**src/rtl/tetris_ctrl.sv**
```systemverilog
// tetris_ctrl: merges buttons, UART keys, gravity and garbage bars into single-cycle core commands.
package tetris_pkg;
   typedef enum logic [3:0] {
      NONE, LEFT, RIGHT, ROTATE, ROTATE_REV, DOWN, DROP, HOLD, BAR,
      INIT, WAIT, MOVE, CLEAR, END
   } state_type;
endpackage

module tetris_ctrl
   import tetris_pkg::*;
#(
   parameter int unsigned GRAVITY_BASE  = 100_000_000,
   parameter int unsigned GRAVITY_STEP  = 6_000_000,
   parameter int unsigned GRAVITY_MIN   = 10_000_000,
   parameter int unsigned REPEAT_DELAY  = 30_000_000,
   parameter int unsigned REPEAT_PERIOD = 8_000_000,
   parameter int unsigned BAR_PERIOD    = 0
) (
   input  logic        clk,
   input  logic        reset,
   input  logic [3:0]  btn,
   input  logic        uart_valid,
   input  logic [7:0]  uart_data,
   input  state_type   game_state,
   input  logic [15:0] score,
   output state_type   ctrl,
   output logic [9:0]  bar_mask
);
   state_type   fifo [4];
   state_type   ucmd, bcmd;
   logic [1:0]  wp, rp;
   logic [2:0]  cnt;
   logic [3:0]  btn_q, pend, rarm, rise, rhit, bsel, lvl;
   logic [31:0] rcnt [4];
   logic [31:0] gcnt, bcnt, prod, period;
   logic [7:0]  lfsr, hole;
   logic        grav_pend, bar_pend, is_wait, is_idle, active, empty, full;
   logic        pop, take_bar, take_grav, can_wr, uwr, bwr, grav_hit, bar_hit;
   logic        unused;

   always_comb begin
      case (uart_data)
         "a":     ucmd = LEFT;
         "d":     ucmd = RIGHT;
         "w":     ucmd = ROTATE;
         "q":     ucmd = ROTATE_REV;
         "s":     ucmd = DOWN;
         " ":     ucmd = DROP;
         "c":     ucmd = HOLD;
         default: ucmd = NONE;
      endcase
   end

   assign is_wait   = game_state == WAIT;
   assign is_idle   = game_state == INIT || game_state == END;
   assign active    = !is_idle;
   assign empty     = cnt == 3'd0;
   assign full      = cnt == 3'd4;
   assign take_bar  = !reset && is_wait && bar_pend;
   assign take_grav = !reset && is_wait && !bar_pend && grav_pend;
   assign pop       = !reset && !empty && (is_idle || (is_wait && !bar_pend && !grav_pend));
   // In INIT/END any queued key starts the game, so the head is replaced by DOWN.
   assign ctrl      = take_bar ? BAR : take_grav ? DOWN : !pop ? NONE : is_idle ? DOWN : fifo[rp];

   assign can_wr = !full || pop;
   assign uwr    = uart_valid && ucmd != NONE && can_wr;
   assign bwr    = |pend && !uwr && can_wr;
   assign bsel   = pend[0] ? 4'b0001 : pend[1] ? 4'b0010 : pend[2] ? 4'b0100 : 4'b1000;
   assign bcmd   = pend[0] ? LEFT : pend[1] ? RIGHT : pend[2] ? ROTATE : DOWN;
   assign rise   = btn & ~btn_q;

   always_comb
      for (int i = 0; i < 4; i++)
         rhit[i] = btn[i] && btn_q[i] && rcnt[i] >= (rarm[i] ? REPEAT_PERIOD : REPEAT_DELAY) - 32'd1;

   assign lvl      = score[15:8] == 8'd0 ? score[7:4] : 4'd15;
   assign prod     = 32'(lvl) * GRAVITY_STEP;
   assign period   = (GRAVITY_BASE > prod && GRAVITY_BASE - prod > GRAVITY_MIN) ? GRAVITY_BASE - prod : GRAVITY_MIN;
   assign grav_hit = gcnt >= period - 32'd1;
   assign bar_hit  = BAR_PERIOD != 0 && bcnt >= BAR_PERIOD - 32'd1;
   assign hole     = lfsr % 8'd10;
   assign unused   = ^{score[3:0], hole[7:4]};

   always_ff @(posedge clk) begin
      if (reset) begin
         wp        <= '0;
         rp        <= '0;
         cnt       <= '0;
         btn_q     <= '0;
         pend      <= '0;
         rarm      <= '0;
         gcnt      <= '0;
         bcnt      <= '0;
         grav_pend <= 1'b0;
         bar_pend  <= 1'b0;
         lfsr      <= 8'h01;
         bar_mask  <= 10'h3FD;
         for (int i = 0; i < 4; i++) rcnt[i] <= '0;
      end else begin
         if (uwr || bwr) begin
            fifo[wp] <= uwr ? ucmd : bcmd;
            wp       <= wp + 2'd1;
         end
         if (pop) rp <= rp + 2'd1;
         cnt   <= cnt + 3'(uwr || bwr) - 3'(pop);
         btn_q <= btn;
         pend  <= (pend & ~(bwr ? bsel : 4'd0)) | rise | rhit;
         for (int i = 0; i < 4; i++) begin
            rcnt[i] <= (!btn[i] || !btn_q[i] || rhit[i]) ? 32'd0 : rcnt[i] + 32'd1;
            rarm[i] <= btn[i] && (rarm[i] || rhit[i]);
         end
         gcnt      <= (!active || grav_hit) ? 32'd0 : gcnt + 32'd1;
         grav_pend <= active && ((grav_pend && !take_grav) || grav_hit);
         bcnt      <= (!active || bar_hit || BAR_PERIOD == 0) ? 32'd0 : bcnt + 32'd1;
         bar_pend  <= active && ((bar_pend && !take_bar) || bar_hit);
         if (take_bar) lfsr <= {lfsr[6:0], lfsr[7] ^ lfsr[5] ^ lfsr[4] ^ lfsr[3]};
         bar_mask <= ~(10'd1 << hole[3:0]);
      end
   end
endmodule

```
**config.mk**
```make
export PLATFORM = sky130hd
export DESIGN_NAME = tetris_ctrl
export DESIGN_NICKNAME = d
export VERILOG_FILES = /design/src/rtl/tetris_ctrl.sv
export SDC_FILE = /design/constraint.sdc
export NUM_CORES = 1
export LEC_CHECK = 0
export ABC_AREA = 1
export CORE_ASPECT_RATIO = 0.75
export CORE_UTILIZATION = 65
export DETAILED_ROUTE_END_ITERATION = 8
export PLACE_DENSITY = 0.89
export SLEW_MARGIN = 40
export SYNTH_ARGS = -nofsm -noshare
export SYNTH_HDL_FRONTEND = slang
export SYNTH_SLANG_ARGS = --single-unit
export TNS_END_PERCENT = 1
```
**constraint.sdc**
```tcl
create_clock -name clk -period 20.4 [get_ports clk]
set_input_delay 2.04 -clock clk [delete_from_list [all_inputs] [get_ports clk]]
set_output_delay 2.04 -clock clk [all_outputs]
set_load 0.01 [all_outputs]
```
==> metrics.txt, run 1 <==
status=finished clean; # rows=44; main combinational cell family by area after synthesis=simple AND/OR/NAND/NOR gates; Synth Area in Simple Gates=0.331; First-pass DRT Iterations=6; number of port buffers=44; EDFF count, synth=12; peak supply drop=0.0725 mV; Cell variety after synth=57; Adder-Cell Fraction of Synth Area=0.111; Layout Skew=0.0268 ns; Final nets=2025; area leader, netlist=dfxtp_1; Pleak=0.00604 µW; Die Height=124 µm; sw frac=0.231; CTS resizes=0; post-route setup TNS=0 ns; DR WL met2=13100 µm; cts hold-fix bufs=0; met3 WL=1370 µm; Num CTS Buffers=21; Hold Violations, Final=0; CP max-delay cell=nand2_2; Critical Path Sink Type=flop; Logic pwr share=0.075; minimum hold slack=0.451 ns; Final min period=9.78 ns; part of the cycle the worst path needs=0.480; Setup CP Type=in2reg; mux cell area share after synthesis=0; worst rel slew slack=0.464; DRC=0; Yosys warnings=0; ys async rst share=0; core area=0.0194 mm²; P&R area growth vs syn=12.4%; DIE WIDTH=165 µm; pwr/cell area=65.8 mW/mm²; Synth Instances=1798; most common cell in the netlist=nand2_1; Initial Util=0.665; top routing layer used=met4; Seq. cell area=0.00438 mm²; root buffer cell=clkbuf_16; commonest cells in the netlist=nand2_1 (353), inv_1 (243), nor2_1 (225); layout cell share with drive strength beyond 1=0.0677; maxcap violations=0; initial antenna violation count=0; vias in the first global route=11000; dpl cells=2107; Yosys reg bits=213; CP Max Fanout=32; CP peak stage delay=0.49 ns; Clock Tree Buf Depth=3; # setup viols final=0; gr ovfl total=0; RSZ-0062 raised after global routing=no; global-route wire length before repair=47700 µm; Final Non-Filler Cells=2145; clk sinks=213; DP Wirelength=20700 µm; Synth area leaders=dfxtp_1 (31%), ha_1 (11%), nand2_1 (10%), inv_1 (7.1%), nor2_1 (6.5%); Psw=221 µW; met1 wire length=13100 µm; Hold WC Path Type=reg2reg; Multi-input gate area=0.00760 mm²; Routed Antenna Nets=0; Synth Area in XOR/XNOR=0.0406; Reg clk slew, reported paths=0.06 ns; syn avg cell area=7.19 µm²; Synth Flop Type=dfxtp_1; gr usage total=0.280; internal power=735 µW; die area=0.0205 mm²; Slew @ Worst Pin=0.793 ns; Via Count=11900; clock share of power=0.466; Iter 0 DRT Violations=909; maximum clock rate=102 MHz; Post-CTS Setup Bufs=0; htree depth=1; routability congestion estimate=0.905; critical path startpoint category=input pin; vias per inst=5.53; Total Wirelength=28100 µm; Ant. Diodes=0; later-pin clock latency in the skew report=0.51 ns; top-area cell type share of the netlist area=0.311; register area share after synthesis=0.339; CP Data Required Time=20.80 ns; CP Data Arrival Time=10.18 ns; Mapped Area=0.0129 mm²; Worst path most repeated cell=nand2_1; Compound-Gate Fraction of Synth Area=0.0962; Fillers=1416; max-slew violations=0; number of I/O pins=49; CTS tree=yes; Flop pwr share=0.459; routed length per placed instance=13.1 µm; largest net degree at the start of global routing=33
## layout by cell type (no fill, tap or decap), types with 4 or more instances in the layout
master / synthesis / layout
clkdlybuf4s50_1: 0 / 44
bufinv_16: 0 / 6
o21ai_0: 68 / 68
conb_1: 2 / 29
nor2_4: 4 / 4
nand4_1: 47 / 47
nor2_1: 225 / 225
dfxtp_1: 201 / 201
o21a_1: 4 / 4
nor3_1: 40 / 40
inv_1: 243 / 243
clkbuf_16: 0 / 21
nor3b_1: 48 / 48
nand2_1: 353 / 351
nand3_1: 94 / 94
xor2_1: 30 / 30
nor2_2: 18 / 18
nor4_1: 17 / 16
edfxtp_1: 12 / 12
nand3_2: 5 / 5
o31ai_1: 4 / 4
and3_1: 5 / 5
ha_1: 110 / 110
a31oi_1: 12 / 12
nand2_2: 20 / 22
a211oi_1: 4 / 4
nor3_2: 4 / 4
nand3b_1: 15 / 15
o21ai_1: 8 / 8
or2_2: 15 / 15
xnor2_1: 28 / 28
a21oi_1: 98 / 98
inv_2: 11 / 11
## critical path, delay by kind of cell
kind,cells,cell delay (ns)
xor gates and xnor gates,2,0.42
AOI/OAI and AO/OA,7,1.39
and+or+nand+nor,23,3.86
buffers and inverters,6,0.73
adders and majority gates,5,1.72
## path summary, 6_finish.rpt
path | from | end | slack [ns] | cells past startpoint
hold / removal | rcnt[1][0] | rcnt[1][0] | 0.45 | 1
setup / recovery | score[15] | gcnt[2] | 10.62 | 43
hold reg to reg | rcnt[1][0] | rcnt[1][0] | 0.45 | 1
setup reg to reg | cnt[1] | cnt[2] | 16.23 | 16
## routing by layer
metal / up-vias / track usage
li1: 6075 / -
met1: 5408 / 0.371
met2: 329 / 0.478
met3: 57 / 0.0386
met4: 0 / 0.0803
met5: - / 0
## kinds of logic (layout without fill, tap and decap cells)
group,after synthesis,count (layout)
XOR/XNOR,59,59
flip-flops,213,213
buffers and inverters,273,340
AND/OR/NAND/NOR,917,917
adder cells (fa/ha/maj),113,113
AO/OA/AOI/OAI,221,221
other,2,29
## power groups by stage
stage	Clock (µW)	Combinational, µW	Sequential, µW
4_1_cts	450	70.5	439
6_report	446	71.5	439
5_1_grt	465	82.0	440
3_3_place_gp	0	65.1	447
3_5_place_dp	0	68.2	448
2_1_floorplan	0	51.8	446
## metrics by stage
step | total power (µW) | setup slack, ns | util | area, µm²
global placement | 513 | 10.10 | 0.705 | 13700
global route | 988 | 9.71 | 0.747 | 14500
finish | 956 | 10.62 | 0.747 | 14500
floorplan | 498 | 12.10 | - | 13000
CTS | 959 | 10.62 | 0.747 | 14500
detailed placement | 517 | 10.17 | 0.706 | 13700
## state kept, by name, summed over array words and instances, names as in the netlist, named ones only
| name | count |
|---|---|
| wp | 2 |
| btn_q | 4 |
| bar_pend | 1 |
| gcnt | 32 |
| cnt | 3 |
| grav_pend | 1 |
| rarm | 4 |
| bar_mask | 10 |
| rp | 2 |
| pend | 4 |
| fifo | 12 |
| rcnt | 128 |
| lfsr | 8 |
## cell type report
cell class	instances	share of cell area
clock buffers	26	0.0395
clock inverters	12	0.0154
inverters	254	0.0656
multi-input cells	1339	0.523
flip-flops and latches	213	0.302
well taps	253	0.0218
repair buffers	48	0.0326
Note: power is estimated with default switching activity, not from simulation.
==> run 2, diff against run 1 <==
--- a/config.mk
+++ b/config.mk
@@ -7,9 +7,9 @@
 export LEC_CHECK = 0
 export ABC_AREA = 1
 export CORE_ASPECT_RATIO = 0.75
-export CORE_UTILIZATION = 65
+export CORE_UTILIZATION = 56
 export DETAILED_ROUTE_END_ITERATION = 8
-export PLACE_DENSITY = 0.89
+export PLACE_DENSITY = 0.82
 export SLEW_MARGIN = 40
 export SYNTH_ARGS = -nofsm -noshare
 export SYNTH_HDL_FRONTEND = slang
==> constraint.sdc (replaced) <==
create_clock -name clk -period 9 [get_ports clk]
set_input_delay 0.9 -clock clk [delete_from_list [all_inputs] [get_ports clk]]
set_output_delay 0.9 -clock clk [all_outputs]
set_load 0.01 [all_outputs]
==> metrics.txt, run 2 (synthesized netlist as in run 1, its figures left out) <==
die area=0.0237 mm² (was 0.0205 mm²); CP Data Required Time=9.41 ns (was 20.80 ns); Setup CP Type=in2reg (unchanged); Largest regs=rcnt (128), gcnt (32), fifo (12) (unchanged); pwr/cell area=144 mW/mm² (was 65.8 mW/mm²); part of the cycle the worst path needs=0.897; Ant. Diodes=0 (unchanged); Final Util=0.649 (was 0.747); gr ovfl total=0 (unchanged); Num CTS Buffers=21 (unchanged); met1 wire length=13400 µm (was 13100 µm); routability congestion estimate=0.912 (was 0.905); First-pass DRT Iterations=6 (unchanged); Total Power=2080 µW (was 956 µW); htree depth=1 (unchanged); Total Wirelength=27200 µm (was 28100 µm); routed length per placed instance=12.4 µm (was 13.1 µm); Layout Skew=0.0295 ns (was 0.0268 ns); Fillers=1891 (was 1416); CTS tree=yes (unchanged); PnR worst setup slack=0.924 ns (was 10.62 ns); RSZ-0062 raised after global routing=no (unchanged); later-pin clock latency in the skew report=0.52 ns (was 0.51 ns); CP Data Arrival Time=8.49 ns (was 10.18 ns); DP Wirelength=20600 µm (was 20700 µm); Hold WC Path Type=reg2reg (unchanged); Multi-input gate area=0.00760 mm² (about the same); Pleak=0.00601 µW (was 0.00604 µW); core area=0.0223 mm² (was 0.0194 mm²); gr usage total=0.234 (was 0.280); Final min period=8.08 ns; largest net degree at the start of global routing=33 (unchanged); post-route setup TNS=0 ns (unchanged); worst reg-to-reg path cell count=16 (unchanged); CP Max Fanout=32 (unchanged); slack of the worst reg-to-reg path=4.95 ns (was 16.23 ns); Final Non-Filler Cells=2185 (was 2145); CP peak stage delay=0.43 ns (was 0.49 ns); vias in the first global route=10700 (was 11000); # setup viols final=0 (unchanged); dpl cells=2150 (was 2107); CTS resizes=0 (unchanged); most frequent cells in the layout=nand2_1 (352), inv_1 (243), nor2_1 (225) (was nand2_1 (351), inv_1 (243), nor2_1 (225)); # rows=47 (was 44); leading cell type in the layout, fill and taps excluded=nand2_1 (unchanged); Hold Violations, Final=0 (unchanged); Slew @ Worst Pin=0.858 ns (was 0.793 ns); number of I/O pins=49 (unchanged); maxcap violations=0 (unchanged); hold endpoint=rcnt[0][0] (was rcnt[1][0]); max-slew violations=0 (unchanged); Reg2Reg Launch Point=cnt[1] (unchanged); CP max-delay cell=fa_1 (was nand2_2); DRC=0 (unchanged); number of port buffers=44 (unchanged); Via Count=11500 (was 11900); Seq. cell area=0.00438 mm² (unchanged); Routed Antenna Nets=0 (unchanged); global-route wire length before repair=46900 µm (was 47700 µm); DIE WIDTH=177 µm (was 165 µm); Reg clk slew, reported paths=0.06 ns (about the same); Critical Path Sink Type=flop (unchanged); top routing layer used=met4 (unchanged); status=finished clean (unchanged); DR WL met2=12100 µm (was 13100 µm); Hold Path Depth=1 (unchanged); Initial Util=0.578 (was 0.665); initial antenna violation count=0 (unchanged); root buffer cell=clkbuf_16 (unchanged); layout cell share with drive strength beyond 1=0.0656 (was 0.0677); P&R area growth vs syn=12.3% (was 12.4%); met3 WL=1130 µm (was 1370 µm); Post-CTS Setup Bufs=0 (unchanged); worst rel slew slack=0.421 (was 0.464); cts hold-fix bufs=0 (unchanged); Worst path most repeated cell=nand2_1 (unchanged); max FFs per register=128 (unchanged); Setup WS pre-CTS=0.428 ns (was 10.17 ns); clk sinks=213 (unchanged); maximum clock rate=124 MHz; peak supply drop=0.145 mV (was 0.0725 mV); hold_sp=rcnt[0][0] (was rcnt[1][0]); Die Height=134 µm (was 124 µm); critical path startpoint category=input pin (unchanged); Largest Register=rcnt (unchanged); Clock Tree Buf Depth=3 (unchanged); Iter 0 DRT Violations=802 (was 909); vias per inst=5.26 (was 5.53); Final nets=2027 (was 2025); reg2reg end=cnt[2] (unchanged)
==> run 2: cell count changes in the layout (fill, tap and decap cells not counted), sizes merged <==
| cell | before | now |
|---|---|---|
| buf | 4 | 6 |
| clkinv | 4 | 3 |
| bufinv | 6 | 4 |
| clkbuf | 26 | 27 |
| inv | 256 | 255 |
==> run 2: worst max path at each step <==
stage | start | endpoint | slack (ns) | cells after the start
final | score[13] | gcnt[29] | 0.92 | 44
after global routing | score[13] | gcnt[29] | 0.06 | 43
after CTS | score[15] | gcnt[24] | 0.94 | 44
after detailed placement | score[15] | gcnt[21] | 0.43 | 44
after global placement | score[13] | gcnt[21] | 0.59 | 44
after floorplan | score[15] | gcnt[29] | 1.84 | 43
==> run 2: where the power goes <==
group,internal (µW),switching (µW),total [µW]
clock,559,365,924
combinational,60.2,102,163
sequential,980,16.5,996
total,1600,484,2080
==> run 2: layout make-up <==
class | instances | area share
Sequential cell | 213 | 0.302
Clock inverter | 8 | 0.00992
Inverter | 254 | 0.0657
Clock buffer | 27 | 0.0392
Multi-Input combinational cell | 1339 | 0.524
Tap cell | 294 | 0.0254
Timing Repair Buffer | 50 | 0.0340
==> run 2: critical path: cells and delay by family <==
family                     cells  cell delay [ns]
and+or+nand+nor               23             3.22
adders and majority gates      5             1.69
buffers and inverters          7             0.98
xor gates and xnor gates       2             0.43
AOI/OAI and AO/OA              7             1.28
==> run 2: layer usage <==
layer / GRT usage / vias up
met1: 0.324 / 5170
li1: - / 6061
met2: 0.386 / 210
met3: 0.0294 / 45
met4: 0.0556 / 0
met5: 0 / -
==> run 2: per-stage QoR <==
step | hold WS (ns) | cell area, µm²
floorplan | 0.413 | 13000
global placement | 0.427 | 13800
detailed placement | 0.442 | 13800
CTS | 0.452 | 14500
global route | 0.485 | 14500
finish | 0.450 | 14500
==> run 3, diff against run 2 <==
--- a/config.mk
+++ b/config.mk
@@ -10,7 +10,7 @@
 export CORE_UTILIZATION = 56
 export DETAILED_ROUTE_END_ITERATION = 8
 export PLACE_DENSITY = 0.82
-export SLEW_MARGIN = 40
+export SLEW_MARGIN = 30
 export SYNTH_ARGS = -nofsm -noshare
 export SYNTH_HDL_FRONTEND = slang
 export SYNTH_SLANG_ARGS = --single-unit
==> metrics.txt, run 3 (synthesized netlist as in run 1, its figures left out) <==
max FFs per register=128 (unchanged); DRC=0 (unchanged); Iter 0 DRT Violations=851 (was 802); part of the cycle the worst path needs=0.892 (was 0.897); Largest Register=rcnt (unchanged); Clock Tree Buf Depth=3 (unchanged); later-pin clock latency in the skew report=0.52 ns (about the same); Reg clk slew, reported paths=0.07 ns (was 0.06 ns); global-route wire length before repair=46900 µm (about the same); Psw=510 µW (was 484 µW); max-slew violations=0 (unchanged); Routed Antenna Nets=0 (unchanged); layout cell share with drive strength beyond 1=0.0665 (was 0.0656); Via Count=11500 (about the same); Multi-input gate area=0.00759 mm² (was 0.00760 mm²); htree depth=1 (unchanged); largest net degree at the start of global routing=33 (unchanged); Hold WC Path Type=reg2reg (unchanged); routed length per placed instance=12.3 µm (was 12.4 µm); CP peak stage delay=0.43 ns (about the same); Largest regs=rcnt (128), gcnt (32), fifo (12) (unchanged); CP Max Fanout=32 (unchanged); clk sinks=213 (unchanged); maximum clock rate=125 MHz (was 124 MHz); Seq. cell area=0.00438 mm² (unchanged); Final nets=2027 (unchanged); Setup WS pre-CTS=0.468 ns (was 0.428 ns); die area=0.0237 mm² (unchanged); initial antenna violation count=0 (unchanged); DIE WIDTH=177 µm (unchanged); P&R area growth vs syn=12.4% (was 12.3%); vias per inst=5.23 (was 5.26); number of I/O pins=49 (unchanged); internal power=1570 µW (was 1600 µW); CTS resizes=0 (unchanged); routability congestion estimate=0.912 (unchanged); gr ovfl total=0 (unchanged); critical path startpoint category=input pin (unchanged); Layout Skew=0.0252 ns (was 0.0295 ns); CP Data Arrival Time=8.48 ns (was 8.49 ns); vias in the first global route=10700 (about the same); post-route setup TNS=0 ns (unchanged); Setup CP Type=in2reg (unchanged); Initial Util=0.578 (unchanged); Fillers=1899 (was 1891); Final min period=8.03 ns (was 8.08 ns); status=finished clean (unchanged); CTS tree=yes (unchanged); # rows=47 (unchanged); PnR worst setup slack=0.969 ns (was 0.924 ns); Die Height=134 µm (unchanged); peak supply drop=0.123 mV (was 0.145 mV); Worst path most repeated cell=nand2_1 (unchanged); Critical Path Sink Type=flop (unchanged); DP Wirelength=20400 µm (was 20600 µm); # setup viols final=0 (unchanged); most frequent cells in the layout=nand2_1 (353), inv_1 (243), nor2_1 (225) (was nand2_1 (352), inv_1 (243), nor2_1 (225)); Ant. Diodes=0 (unchanged); root buffer cell=clkbuf_16 (unchanged); Post-CTS Setup Bufs=0 (unchanged); Hold Violations, Final=0 (unchanged); RSZ-0062 raised after global routing=no (unchanged); Logic pwr share=0.079 (was 0.078); Slew @ Worst Pin=0.876 ns (was 0.858 ns); Flop pwr share=0.478 (about the same); leading cell type in the layout, fill and taps excluded=nand2_1 (unchanged); CP max-delay cell=fa_1 (unchanged); First-pass DRT Iterations=5 (was 6); gr usage total=0.233 (was 0.234); core area=0.0223 mm² (unchanged); clock share of power=0.443 (was 0.444); Num CTS Buffers=22 (was 21); worst rel slew slack=0.409 (was 0.421); Total Wirelength=26900 µm (was 27200 µm); Pleak=0.00601 µW (about the same); pwr/cell area=144 mW/mm² (about the same); number of port buffers=44 (unchanged); maxcap violations=0 (unchanged); sw frac=0.245 (was 0.232); CP Data Required Time=9.45 ns (was 9.41 ns); cts hold-fix bufs=0 (unchanged)
-- run 3: cell types whose count changed in the layout (fill, tap and decap cells not counted) --
| cell | delta |
|---|---|
| bufinv_16 | -2 |
| clkinv_2 | +2 |
| clkinvlp_4 | +2 |
| buf_6 | -1 |
| clkbuf_16 | +1 |
| clkinv_16 | +1 |
| inv_8 | +1 |
| nand2_1 | +1 |
| nand2_2 | -1 |
| nor4_1 | +1 |
| nor4_2 | -1 |
-- run 3: through the flow --
| stage | hold slack, ns | area, µm² | power, µW | utilization | cells |
|---|---|---|---|---|---|
| global placement | 0.427 | 13800 | 1170 | 0.616 | 2148 |
| detailed placement | 0.444 | 13800 | 1180 | 0.616 | 2148 |
| floorplan | 0.413 | 13000 | 1130 | - | 1825 |
| global route | 0.483 | 14500 | 2170 | 0.650 | 2189 |
| finish | 0.451 | 14500 | 2080 | 0.650 | 2189 |
| CTS | 0.455 | 14500 | 2100 | 0.649 | 2188 |
-- run 3: area by class of cell --
| cell class | count | area share |
|---|---|---|
| Inverter | 254 | 0.0657 |
| Tap cell | 294 | 0.0253 |
| Multi-Input combinational cell | 1339 | 0.523 |
| Timing Repair Buffer | 49 | 0.0332 |
| Sequential cell | 213 | 0.302 |
| Clock buffer | 28 | 0.0409 |
| Clock inverter | 12 | 0.0103 |
-- run 3: critical path, delay by kind of cell --
kind / cells / cell delay [ns]
buffers and inverters: 7 / 0.96
adder cells (fa/ha/maj): 5 / 1.69
XOR/XNOR: 2 / 0.42
AND/OR/NAND/NOR: 23 / 3.22
AO/OA/AOI/OAI: 7 / 1.29
-- run 3: power groups by stage --
stage / Clock, µW / Combinational [µW] / Sequential (µW)
floorplan: 0 / 117 / 1010
global placement: 0 / 150 / 1010
detailed placement: 0 / 160 / 1020
CTS: 943 / 163 / 996
global route: 981 / 188 / 999
finish: 923 / 164 / 997
-- run 3: final timing paths --
path / from / cells past startpoint / to / slack, ns
setup / recovery: score[15] / 44 / gcnt[21] / 0.97
hold / removal: rcnt[0][0] / 1 / rcnt[0][0] / 0.45
setup reg to reg: cnt[1] / 16 / cnt[2] / 4.77
hold reg to reg: rcnt[0][0] / 1 / rcnt[0][0] / 0.45
-- run 3: layer usage --
layer / wire length, µm / global-route usage / vias to the layer above
met3: 1100 / 0.0305 / 37
met4: 445 / 0.0527 / 0
li1: - / - / 6060
met5: 0 / 0 / -
met2: 11900 / 0.383 / 215
met1: 13400 / 0.325 / 5144
